===== src/rtl/muldiv_pkg.sv =====
// Shared constants, opcode encodings and FSM states for the EX-stage multiply/divide unit.
// MULDIV_MADD_EN widens the accepted opcode set to include MADD/MADDU/MSUB/MSUBU.
package muldiv_pkg;

    localparam int WIDTH = 32;
    localparam int ITERS = 32;
    localparam int CNT_W = $clog2(ITERS);

    typedef enum logic [3:0] {
        OP_NOP   = 4'd0,
        OP_MULT  = 4'd1,
        OP_MULTU = 4'd2,
        OP_DIV   = 4'd3,
        OP_DIVU  = 4'd4,
        OP_MTHI  = 4'd5,
        OP_MTLO  = 4'd6,
        OP_MADD  = 4'd7,
        OP_MADDU = 4'd8,
        OP_MSUB  = 4'd9,
        OP_MSUBU = 4'd10
    } op_t;

    typedef enum logic [1:0] {
        ST_IDLE = 2'd0,
        ST_MUL  = 2'd1,
        ST_DIV  = 2'd2,
        ST_FIX  = 2'd3
    } state_t;

    function automatic logic is_acc_op(input logic [3:0] op);
        return (op == OP_MADD) || (op == OP_MADDU) || (op == OP_MSUB) || (op == OP_MSUBU);
    endfunction

    function automatic logic is_sub_op(input logic [3:0] op);
        return (op == OP_MSUB) || (op == OP_MSUBU);
    endfunction

    function automatic logic is_mul_op(input logic [3:0] op);
        logic r;
        r = (op == OP_MULT) || (op == OP_MULTU);
`ifdef MULDIV_MADD_EN
        r = r || is_acc_op(op);
`endif
        return r;
    endfunction

    function automatic logic is_div_op(input logic [3:0] op);
        return (op == OP_DIV) || (op == OP_DIVU);
    endfunction

    function automatic logic is_signed_op(input logic [3:0] op);
        return (op == OP_MULT) || (op == OP_DIV) || (op == OP_MADD) || (op == OP_MSUB);
    endfunction

    function automatic logic [WIDTH-1:0] magnitude(input logic [WIDTH-1:0] v, input logic neg);
        return neg ? (~v + WIDTH'(1)) : v;
    endfunction

endpackage


===== src/rtl/muldiv_step.sv =====
// One combinational iteration: shift-add multiply step or restoring divide step on a {hi,lo} pair.
// Zero latency; no flow control, sequenced entirely by the owning FSM.
module muldiv_step
    import muldiv_pkg::*;
(
    input  logic             div_mode,
    input  logic [WIDTH-1:0] hi,
    input  logic [WIDTH-1:0] lo,
    input  logic [WIDTH-1:0] opnd,
    output logic [WIDTH-1:0] hi_next,
    output logic [WIDTH-1:0] lo_next
);

    logic [WIDTH:0]   sum;
    logic [WIDTH:0]   shifted;
    logic [WIDTH-1:0] diff;
    logic             ge;

    // Multiply: lo holds the remaining multiplier bits, product shifts in from the top.
    assign sum = {1'b0, hi} + (lo[0] ? {1'b0, opnd} : {(WIDTH+1){1'b0}});

    // Divide: lo holds the dividend bits being consumed and the quotient bits being formed.
    // The remainder always stays below opnd, so a 32-bit difference is exact when ge is set.
    assign shifted = {hi, lo[WIDTH-1]};
    assign ge      = shifted >= {1'b0, opnd};
    assign diff    = shifted[WIDTH-1:0] - opnd;

    always_comb begin
        hi_next = sum[WIDTH:1];
        lo_next = {sum[0], lo[WIDTH-1:1]};
        if (div_mode) begin
            hi_next = ge ? diff : shifted[WIDTH-1:0];
            lo_next = {lo[WIDTH-2:0], ge};
        end
    end

endmodule


===== src/rtl/ex_muldiv_unit.sv =====
// Iterative EX-stage mul/div with private HI/LO; 33 busy cycles per op, Done the cycle after writeback.
// Stall holds ID/EX while busy; MULDIV_MADD_EN enables MADD/MADDU/MSUB/MSUBU accumulation.
module ex_muldiv_unit
    import muldiv_pkg::*;
(
    input  logic             Clk,
    input  logic             Reset,
    input  logic             Start,
    input  logic [3:0]       Op,
    input  logic [WIDTH-1:0] A,
    input  logic [WIDTH-1:0] B,
    input  logic             ReadHiLo,
    input  logic             Flush,
    output logic [WIDTH-1:0] Hi,
    output logic [WIDTH-1:0] Lo,
    output logic             Busy,
    output logic             Stall,
    output logic             Done,
    output logic             DivZero
);

    state_t state, state_nxt;

    logic [CNT_W-1:0] count;
    logic [WIDTH-1:0] acc_hi, acc_lo, opnd;
    logic [WIDTH-1:0] hi_q, lo_q;
    logic [3:0]       op_q;
    logic             sign_a, sign_b;
    logic             done_q, divz_q;

    logic             accept;
    logic             op_mul, op_div, op_signed;
    logic             a_neg, b_neg;
    logic [WIDTH-1:0] mag_a, mag_b;
    logic [WIDTH-1:0] step_hi, step_lo;
    logic             last_step;

    logic             neg_res;
    logic [2*WIDTH-1:0] prod_val, fix_hilo;
    logic [WIDTH-1:0] quot, rem;

    assign op_mul    = is_mul_op(Op);
    assign op_div    = is_div_op(Op);
    assign op_signed = is_signed_op(Op);
    assign a_neg     = op_signed & A[WIDTH-1];
    assign b_neg     = op_signed & B[WIDTH-1];
    assign mag_a     = magnitude(A, a_neg);
    assign mag_b     = magnitude(B, b_neg);
    assign last_step = (count == CNT_W'(ITERS - 1));

    // Busy is zero in IDLE, so Stall can never block an op that IDLE would accept.
    assign Busy    = (state != ST_IDLE);
    assign Stall   = Busy & (Start | ReadHiLo);
    assign accept  = (state == ST_IDLE) && Start && !Flush;
    assign Hi      = hi_q;
    assign Lo      = lo_q;
    assign Done    = done_q;
    assign DivZero = divz_q;

    muldiv_step u_step (
        .div_mode (state == ST_DIV),
        .hi       (acc_hi),
        .lo       (acc_lo),
        .opnd     (opnd),
        .hi_next  (step_hi),
        .lo_next  (step_lo)
    );

    always_ff @(posedge Clk) begin
        if (Reset) begin
            state <= ST_IDLE;
        end else begin
            state <= state_nxt;
        end
    end

    always_comb begin
        state_nxt = state;
        unique case (state)
            ST_IDLE: begin
                if (accept && op_mul) begin
                    state_nxt = ST_MUL;
                end else if (accept && op_div && (B != '0)) begin
                    state_nxt = ST_DIV;
                end
            end
            ST_MUL, ST_DIV: begin
                if (last_step) begin
                    state_nxt = ST_FIX;
                end
            end
            ST_FIX: state_nxt = ST_IDLE;
        endcase
        if (Flush) begin
            state_nxt = ST_IDLE;
        end
    end

    // Sign fix-up: magnitudes were iterated, so only the final result needs correcting.
    assign neg_res  = sign_a ^ sign_b;
    assign prod_val = neg_res ? (~{acc_hi, acc_lo} + (2*WIDTH)'(1)) : {acc_hi, acc_lo};
    assign quot     = neg_res ? (~acc_lo + WIDTH'(1)) : acc_lo;
    assign rem      = sign_a ? (~acc_hi + WIDTH'(1)) : acc_hi;

    always_comb begin
        fix_hilo = prod_val;
        if (is_div_op(op_q)) begin
            fix_hilo = {rem, quot};
        end
`ifdef MULDIV_MADD_EN
        else if (is_acc_op(op_q)) begin
            fix_hilo = is_sub_op(op_q) ? ({hi_q, lo_q} - prod_val) : ({hi_q, lo_q} + prod_val);
        end
`endif
    end

    always_ff @(posedge Clk) begin
        if (Reset) begin
            hi_q   <= '0;
            lo_q   <= '0;
            acc_hi <= '0;
            acc_lo <= '0;
            opnd   <= '0;
            op_q   <= OP_NOP;
            sign_a <= 1'b0;
            sign_b <= 1'b0;
            count  <= '0;
            done_q <= 1'b0;
            divz_q <= 1'b0;
        end else begin
            done_q <= 1'b0;
            divz_q <= 1'b0;
            if (Flush) begin
                count <= '0;
            end else begin
                unique case (state)
                    ST_IDLE: begin
                        if (accept) begin
                            count  <= '0;
                            op_q   <= Op;
                            sign_a <= a_neg;
                            sign_b <= b_neg;
                            acc_hi <= '0;
                            if (op_mul) begin
                                acc_lo <= mag_b;
                                opnd   <= mag_a;
                            end else if (op_div) begin
                                acc_lo <= mag_a;
                                opnd   <= mag_b;
                                divz_q <= (B == '0);
                            end
                            if (Op == OP_MTHI) hi_q <= A;
                            if (Op == OP_MTLO) lo_q <= A;
                        end
                    end
                    ST_MUL, ST_DIV: begin
                        acc_hi <= step_hi;
                        acc_lo <= step_lo;
                        count  <= count + CNT_W'(1);
                    end
                    ST_FIX: begin
                        hi_q   <= fix_hilo[2*WIDTH-1:WIDTH];
                        lo_q   <= fix_hilo[WIDTH-1:0];
                        done_q <= 1'b1;
                    end
                endcase
            end
        end
    end

endmodule


===== config.mk =====
export PLATFORM = sky130hd
export DESIGN_NAME = ex_muldiv_unit
export DESIGN_NICKNAME = d
export VERILOG_FILES = /design/src/rtl/muldiv_pkg.sv /design/src/rtl/muldiv_step.sv /design/src/rtl/ex_muldiv_unit.sv
export SDC_FILE = /design/constraint.sdc
export NUM_CORES = 1
export LEC_CHECK = 0
export BUFFER_PORTS_ARGS = -buffer_cell sky130_fd_sc_hd__buf_2
export CAP_MARGIN = 30
export CORE_UTILIZATION = 34
export CTS_CLUSTER_DIAMETER = 50
export DETAILED_ROUTE_END_ITERATION = 16
export GPL_ROUTABILITY_DRIVEN = 0
export PLACE_DENSITY = 0.49
export SETUP_SLACK_MARGIN = 0.1
export SLEW_MARGIN = 20
export SYNTH_ARGS = -nofsm -noshare
export SYNTH_HDL_FRONTEND = slang
export SYNTH_SLANG_ARGS = --single-unit

===== constraint.sdc =====
create_clock -name Clk -period 3.3 [get_ports Clk]
set_clock_uncertainty 0.1 [all_clocks]
set_input_delay 0.495 -clock Clk [delete_from_list [all_inputs] [get_ports Clk]]
set_output_delay 0.495 -clock Clk [all_outputs]
set_load 0.02 [all_outputs]

==> impl_metrics.toml, run 1 <==
[final_layout]
layout_common_cells = "buf_4, nor2_1, a21oi_1"
final_common_cell = "buf_4"
drive_above_1_share_pct = 27.6
areaGrowthSynthToFinish_pct = 32.9
final_area_um2 = 19800
n_fill_cell = 4405
diodes = 0
nets = 2548
stdcell_count = 2998

[synth]
synth-async-reset-ratio_pct = 0
synth_fp_nets = 2198
netlist_area_um2 = 14900
syn_avg_cell_area_um2 = 7.26
synth-edff-count = 0
ys_ff_latch = 175
ys_types = 79
yosysWarnings = 0
ys.flop_type = "dfxtp_1"
ys_seq_area_share_pct = 23.5
netlist_instances = 2050

[cts]
clk_latency_ns = 0.47
cts_buffer_depth = 2
htree_num_levels = 4
hold_buffers = 0
tritoncts = "built"
cts.clk_slew.worst_paths_ns = 0.08
cts_sinks = 175
cts_buffers = 17
cts-root-buf = "clkbuf_16"

[worst_hold_path]
hold_path.startpoint = "Op[1]"
holdPathEnd = "op_q[1]"
hold_depth = 3
holdCritPathClass = "input port to flop"

[outcome]
violations = "setup timing"
status = "complete, but fails checks"

[timing]
slew_viol_final = 0
rsz0062_at_grt = "true"
worst_pin_slew_ns = 0.998
period_share_pct = 102
max_slew_margin_pct = 33.5
min_period_ns = 3.35
setup_tns_ns = -0.0529
hold_viol = 0
fin_ws_ns = -0.0529
max_clock_freq_ghz = 0.298
setup_viol = 1

[floorplan]
dieWidth_um = 211
dieHeight_um = 211
die_area_um2 = 44600
rows = 76
start_util_pct = 34.5
ios = 141
design.core.area_um2 = 43100

[detailed_routing]
wl_per_cell_um = 21.1
drtIter0Drc = 1624
vias = 16724
ant_nets = 0
avgViaCountPerCell = 5.58
totalWireLength_um = 63200
drc = 0
drtPass1Iterations = 6

[critical_path]
r2r_cells = 14
slowest_stage = "dfxtp_4"
critPathMaxFanout = 7
rrSetupSlack_ns = -0.05
cp-end-kind = "flop"
crit_buf_inv = 3
crit_family = "compound AO/OA/AOI/OAI gates"
worstPathArrival_ns = 3.61
worstSetupPathType = "flop to flop"
crit_path_max_incr_delay_ns = 0.40
startpoint_type = "flop"
crit_chain = "inv_8 > buf_12 > nor2_2 > ha_4 > a21o_1 > o41ai_4 > o311ai_2 > buf_4 > a2111oi_4 > nor3_2 > a31oi_2 > o21bai_1 > mux2i_1 > or3_1"
r2r_start = "acc_lo[0]"
cp.required_ns = 3.56
r2r_end = "acc_hi[29]"

[power_and_ir_drop]
peakVddDrop_v = 0.000268
power_density_nw_per_um2 = 335
p_leak_uw = 0.00822
power_uw = 6610

[placed_design]
dpl.hpwl_um = 49700
dpl_cell_area_um2 = 18200
io_buffers = 140
dp.cells = 2940
pre_cts_ws_ns = -0.267

[job]
maxCapViolCount = 0

[grt]
grt_pass1_vias = 15249
grt-ovfl-total = 0
antenna_found_initial = 0
grt.total_usage_pct = 27.5
grt_max_degree = 100
grt_pass1_wl_um = 92700
[synthesized netlist by cell type, types with 36 or more instances]
cell	instances	area [um2]
a21o_1	36	270
ha_1	73	913
clkbuf_1	120	450
o21ai_0	82	410
xnor2_1	104	911
mux2i_1	38	380
inv_1	73	274
xor2_1	68	596
a21oi_1	243	1220
nor3_1	41	205
dfxtp_1	175	3500
nand2_1	186	698
a211oi_1	118	886
nor2_1	274	1030
[area by class of cell]
type / instances / area, um2 / area share [%]
flip-flops and latches: 175 / 3520 / 17.8
clock inverters: 13 / 149 / 0.753
repair buffers: 464 / 3300 / 16.7
multi-input cells: 1669 / 11300 / 57.4
inverters: 73 / 287 / 1.45
well taps: 585 / 732 / 3.70
clock buffers: 19 / 433 / 2.19
[layer usage]
layer	vias up	global-route usage (%)	share of wire, %
li1	8095	-	-
met4	0	7.00	2.3
met5	-	0	0
met1	8009	39.4	47
met3	67	4.12	6.3
met2	553	42.7	44
[through the flow]
step	hold slack, ns	util [%]
finish	0.232	45.9
global route	0.210	45.9
CTS	0.200	44.3
detailed placement	0.348	42.3
global placement	0.341	42.3
floorplan	0.332	-
[worst register-to-register path, delay by kind of cell (launching register included)]
family / cells / cell delay (ns)
AOI/OAI and AO/OA: 6 / 1.48
adders and majority gates: 1 / 0.22
buffers and inverters: 3 / 0.38
DFF: 1 / 0.40
muxes: 1 / 0.13
and+or+nand+nor: 3 / 0.53
[power by group]
part           internal (uW)  total [uW]  switching (uW)
logic                    994        2290            1300
clock network           1070        2130            1050
registers               2160        2200            37.8
total                   4220        6610            2390
[repair_timing]
action,4_1_cts,5_1_grt
setup buffers,5,20
pin swaps,19,63
resized for setup,56,109
setup endpoints to repair,45,55
endpoints found under the hold margin,0,0
gates cloned,0,1
[flip-flops by register name, indices dropped and copies added, names as in the netlist]
name,count
DivZero,1
state,2
sign_a,1
op_q,4
acc_lo,32
Hi,32
sign_b,1
Lo,32
opnd,32
count,5
Done,1
acc_hi,32
[logic make-up (layout without fill, tap and decap cells)]
kind of cell	after synthesis	in the layout	synth area share, %
adders and majority gates	75	75	6.41
xor gates and xnor gates	173	173	10.2
buffers and inverters	206	569	5.26
DFF	175	175	23.5
AOI/OAI and AO/OA	674	674	28.8
muxes	63	63	4.45
and+or+nand+nor	684	684	21.3
[how the worst max path moves through the flow]
stage                          from         end  slack (ns)  cells after the start
after floorplan           acc_lo[0]  acc_hi[29]        0.11                     14
after global placement    acc_lo[0]  acc_hi[31]       -0.37                     14
after detailed placement  acc_lo[0]  acc_hi[29]       -0.27                     14
after CTS                 acc_lo[0]  acc_hi[29]       -0.01                     15
after global routing      acc_lo[0]  acc_hi[29]       -0.15                     14
final                     acc_lo[0]  acc_hi[29]       -0.05                     14
Power figures use the tool's default switching activity.
==> run 2, diff against run 1 <==
- PLACE_DENSITY: 0.49 -> default
- PLACE_DENSITY_LB_ADDON: default -> 0.2
==> run 2 against run 1 <==
Effect of this change:
- the run still ends with setup timing left
- critical endpoint unchanged
- sequential share of layout area shrank 0.094 points
- worst hold slack gained 0.0046 ns
- cell count shrank 0.63%
- combinational power grew 4%
- sequential power is essentially flat
- cell area grew 0.46%
- critical path depth grew 2
- largest power group unchanged
==> impl_metrics.toml, run 2 (synthesis results as in run 1) <==
[detailed_routing]
drc = 0
avgViaCountPerCell = 5.64
wl_met3_um = 4460
drtIter0Drc = 1688
vias = 16805
wl_met2_um = 26900
wl_per_cell_um = 20.8
drtPass1Iterations = 5
totalWireLength_um = 62100
highest-signal-layer = "met5"
ant_nets = 0
routedLengthMet1_um = 28500

[floorplan]
start_util_pct = 34.5
rows = 76
die_area_um2 = 44600
design.core.area_um2 = 43100
dieHeight_um = 211
ios = 141
dieWidth_um = 211

[final_layout]
diodes = 0
multi_input_area_um2 = 11500
seqCellArea_um2 = 3520
nets = 2529
fin_util_pct = 46.1
areaGrowthSynthToFinish_pct = 33.5
drive_above_1_share_pct = 28.0
layout_common_cells = "buf_4, nor2_1, a21oi_1"
n_fill_cell = 4339
final_common_cell = "buf_4"

[critical_path]
r2r_start = "acc_lo[0]"
rrSetupSlack_ns = -0.02
r2r_end = "acc_hi[29]"
startpoint_type = "flop"
cp.required_ns = 3.53
worstPathArrival_ns = 3.56
critPathMaxFanout = 8
worstSetupPathType = "flop to flop"
r2r_cells = 16
cp-end-kind = "flop"

[power_and_ir_drop]
swShare_pct = 35.0
p_leak_uw = 0.00823
p_int_uw = 4350
p_comb_share_pct = 35.6
peakVddDrop_v = 0.000327
power_density_nw_per_um2 = 337
p_switching_uw = 2350
p_seq_share_pct = 32.9
p_clk_share_pct = 31.5
power_uw = 6700

[worst_hold_path]
holdPathEnd = "op_q[0]"
hold_path.startpoint = "Op[0]"
hold_depth = 3
holdCritPathClass = "input port to flop"

[placed_design]
io_buffers = 140
dpl.hpwl_um = 48100
pre_cts_ws_ns = -0.496

[timing]
rsz0062_at_grt = "true"
slew_viol_final = 0
period_share_pct = 101
worst_pin_slew_ns = 0.959
setup_viol = 1
hold_viol = 0
setup_tns_ns = -0.0229
min_period_ns = 3.32
max_clock_freq_ghz = 0.301
max_slew_margin_pct = 36.1
fin_ws_ns = -0.0229

[grt]
grt-ovfl-total = 0
grt.total_usage_pct = 26.7
antenna_found_initial = 2
grt_max_degree = 100
grt_pass1_vias = 15221
grt_pass1_wl_um = 90800

[cts]
cts_sinks = 175
cts_buffer_depth = 2
hold_buffers = 0
cts-root-buf = "clkbuf_16"
htree_num_levels = 4
tritoncts = "built"
cts.clk_slew.worst_paths_ns = 0.08
cts_buffers = 17
clk_latency_ns = 0.46

[job]
maxCapViolCount = 0

[outcome]
violations = "setup timing"
status = "complete, but fails checks"
==> run 2: worst max-delay path, cell delays in order (launching register included) <==
cell	delay (ns)
dfxtp_4	0.39
clkinv_8	0.09
buf_8	0.15
buf_6	0.12
nor2_4	0.11
ha_4	0.21
a21o_1	0.21
a32oi_4	0.22
o311ai_4	0.18
a2111oi_4	0.38
nor3_2	0.09
buf_4	0.15
a31oi_4	0.15
buf_4	0.15
o21bai_4	0.05
mux2i_1	0.12
or3_1	0.31
==> run 2: area by class of cell <==
class	instances	area share [%]
Clock inverter	10	0.504
Multi-Input combinational cell	1669	58.0
Sequential cell	175	17.7
Inverter	73	1.47
Timing Repair Buffer	445	16.2
Clock buffer	22	2.44
Tap cell	585	3.69
==> run 2: power by group through the flow <==
stage / clock, uW / combinational (uW) / sequential (uW)
after floorplan: 0 / 1140 / 2260
after global placement: 0 / 2010 / 2250
after detailed placement: 0 / 2020 / 2250
after CTS: 2140 / 2090 / 2200
after global routing: 2210 / 2530 / 2210
final: 2110 / 2390 / 2200
==> run 2: how the worst max path moves through the flow <==
stage	start	endpoint	slack [ns]	cells past startpoint
floorplan	acc_lo[0]	acc_hi[29]	0.11	14
global placement	acc_lo[0]	acc_hi[31]	-0.48	16
detailed placement	acc_lo[0]	acc_hi[31]	-0.50	16
CTS	acc_lo[0]	acc_hi[30]	0.03	16
global route	acc_lo[0]	acc_hi[31]	-0.11	16
finish	acc_lo[0]	acc_hi[29]	-0.02	16
==> run 2: layer usage <==
| metal | global-route usage (%) | up-vias |
|---|---|---|
| li1 | - | 8064 |
| met1 | 38.1 | 7965 |
| met2 | 41.4 | 669 |
| met3 | 2.85 | 105 |
| met4 | 9.67 | 2 |
| met5 | 0 | - |
==> run 2: what timing repair did <==
item                       in CTS  in global routing
pin swaps                      40                 74
setup endpoints to repair      39                 55
buffers inserted               13                 23
gates resized for setup        79                115
gates cloned                    0                  3
==> run 2: stage by stage <==
stage	instance area [um2]	hold WS [ns]	instances
2_1_floorplan	14900	0.332	2050
3_3_place_gp	18000	0.340	2908
3_5_place_dp	18000	0.344	2908
4_1_cts	19000	0.222	2953
5_1_grt	19900	0.232	2979
6_report	19900	0.236	2979
==> run 3, diff against run 2 <==
- CORE_MARGIN: default -> 1.5
- clock period: 3.3 -> 3.5 ns (I/O delays scaled with it)
==> run 3 against run 2 <==
Effect of this change:
- sequential power down 5%
- critical path type unchanged
- largest cell class unchanged
- sequential share of layout area grew 1.4 points
- sequential cell count is the same
- the flow now finishes without violations
- highest routed layer unchanged
==> impl_metrics.toml, run 3 (synthesis results as in run 1) <==
[floorplan]
dieWidth_um = 212
dieHeight_um = 212
rows = 76
die_area_um2 = 45000
ios = 141
design.core.area_um2 = 43200
start_util_pct = 34.5

[power_and_ir_drop]
peakVddDrop_v = 0.000234
power_density_nw_per_um2 = 327
p_leak_uw = 0.00752

[final_layout]
final_common_cell = "nor2_1"
drive_above_1_share_pct = 20.8
layout_common_cells = "nor2_1, a21oi_1, nand2_1"
nets = 2416
areaGrowthSynthToFinish_pct = 23.2
stdcell_count = 2869
final_area_um2 = 18300

[worst_hold_path]
holdPathEnd = "op_q[1]"
hold_depth = 3
holdCritPathClass = "input port to flop"
hold_path.startpoint = "Op[1]"

[critical_path]
crit_path_max_incr_delay_ns = 0.37
crit_buf_inv = 3
cp-end-kind = "flop"
cp.depth = 16
r2r_start = "acc_lo[0]"
cpMostUsedCell = "buf_4"
startpoint_type = "flop"
r2r_cells = 16
r2r_end = "acc_hi[29]"
rrSetupSlack_ns = 0.1
critPathMaxFanout = 4
crit_family = "simple AND/OR/NAND/NOR gates"
worstPathArrival_ns = 3.63
crit_chain = "and2_4 > ha_4 > inv_2 > fa_2 > nand2b_4 > a21oi_2 > buf_4 > o41ai_4 > o311ai_2 > buf_4 > a2111oi_4 > nor3_2 > a31oi_2 > o21bai_1 > mux2i_1 > or3_1"
worstSetupPathType = "flop to flop"
cp.required_ns = 3.73
slowest_stage = "dfxtp_4"

[placed_design]
dp.cells = 2820
io_buffers = 140
dpl_cell_area_um2 = 17300
dpl.hpwl_um = 46800

[cts]
cts.clk_slew.worst_paths_ns = 0.07
cts_buffers = 17
cts_sinks = 175
clk_latency_ns = 0.46
htree_num_levels = 4
hold_buffers = 0
cts_buffer_depth = 2
cts-root-buf = "clkbuf_16"
tritoncts = "built"

[outcome]
status = "finished, final reports clean"

[timing]
min_period_ns = 3.40
rsz0062_at_grt = "true"
max_clock_freq_ghz = 0.294
hold_viol = 0
setup_viol = 0
max_slew_margin_pct = 45.1
worst_pin_slew_ns = 0.819
period_share_pct = 97.2
hold_ws_ns = 0.266
slew_viol_final = 0

[detailed_routing]
totalWireLength_um = 59300
drc = 0
drtPass1Iterations = 7
avgViaCountPerCell = 5.64
routedLengthMet1_um = 27300
wl_per_cell_um = 20.7
highest-signal-layer = "met5"
wl_met3_um = 4340
ant_nets = 0
wl_met2_um = 25700
vias = 16189
drtIter0Drc = 1609

[grt]
grt_pass1_vias = 14807
grt_pass1_wl_um = 88100
grt.total_usage_pct = 25.8
grt_max_degree = 99
antenna_found_initial = 6
grt-ovfl-total = 0

[job]
maxCapViolCount = 0
run 3: cell types whose count changed in the layout (fill, tap and decap cells not counted), sizes merged:
cell | before | now
clkinvlp | 1 | 2
inv | 76 | 78
diode | 0 | 3
clkbuf | 25 | 20
buf | 442 | 331
run 3: tightest hold or removal path: stages:
cell and delay [ns]:
buf_2 0.14, nand2_1 0.06, a21oi_1 0.05
run 3: metrics by stage:
step,utilization [%],worst slack [ns],total power [uW],TNS [ns]
2_1_floorplan,-,0.121,3210,0
3_3_place_gp,40.0,-0.209,3890,-0.393
3_5_place_dp,40.0,-0.296,3900,-0.658
4_1_cts,41.6,0.0804,5870,0
5_1_grt,42.5,-0.0351,6240,-0.0503
6_report,42.5,0.0996,5990,0
run 3: final cells by class:
type	instances	area (um2)
multi-input cells	1669	11000
clock inverters	13	128
repair buffers	332	2270
well taps	585	732
flip-flops and latches	175	3510
fillers	4509	24800
diodes	3	7.51
clock buffers	19	453
inverters	73	277
run 3: repair_timing:
| item | 4_1_cts | 5_1_grt |
|---|---|---|
| pin swaps | 5 | 23 |
| gates cloned | 0 | 1 |
| gates resized for setup | 14 | 62 |
| endpoints found under the setup margin | 14 | 32 |
| setup buffers | 3 | 10 |
run 3: metal layers:
metal	GRT usage, %	vias to the layer above
met5	0	-
met2	39.5	635
li1	-	7843
met1	36.1	7613
met4	9.43	6
met3	4.18	92
run 3: power breakdown:
| group | internal (uW) | switching [uW] | leakage (uW) | total [uW] |
|---|---|---|---|---|
| registers | 2040 | 41.0 | 0.00141 | 2080 |
| clock network | 1030 | 943 | 0.000283 | 1980 |
| logic | 795 | 1140 | 0.00582 | 1940 |
run 3: worst max path at each step:
stage	slack [ns]	startpoint	endpoint
3_5_place_dp	-0.30	acc_lo[0]	acc_hi[31]
2_1_floorplan	0.12	acc_lo[0]	acc_hi[31]
4_1_cts	0.08	acc_lo[0]	acc_hi[31]
3_3_place_gp	-0.21	acc_lo[0]	acc_hi[31]
5_1_grt	-0.04	acc_lo[0]	acc_hi[29]
6_report	0.1	acc_lo[0]	acc_hi[29]
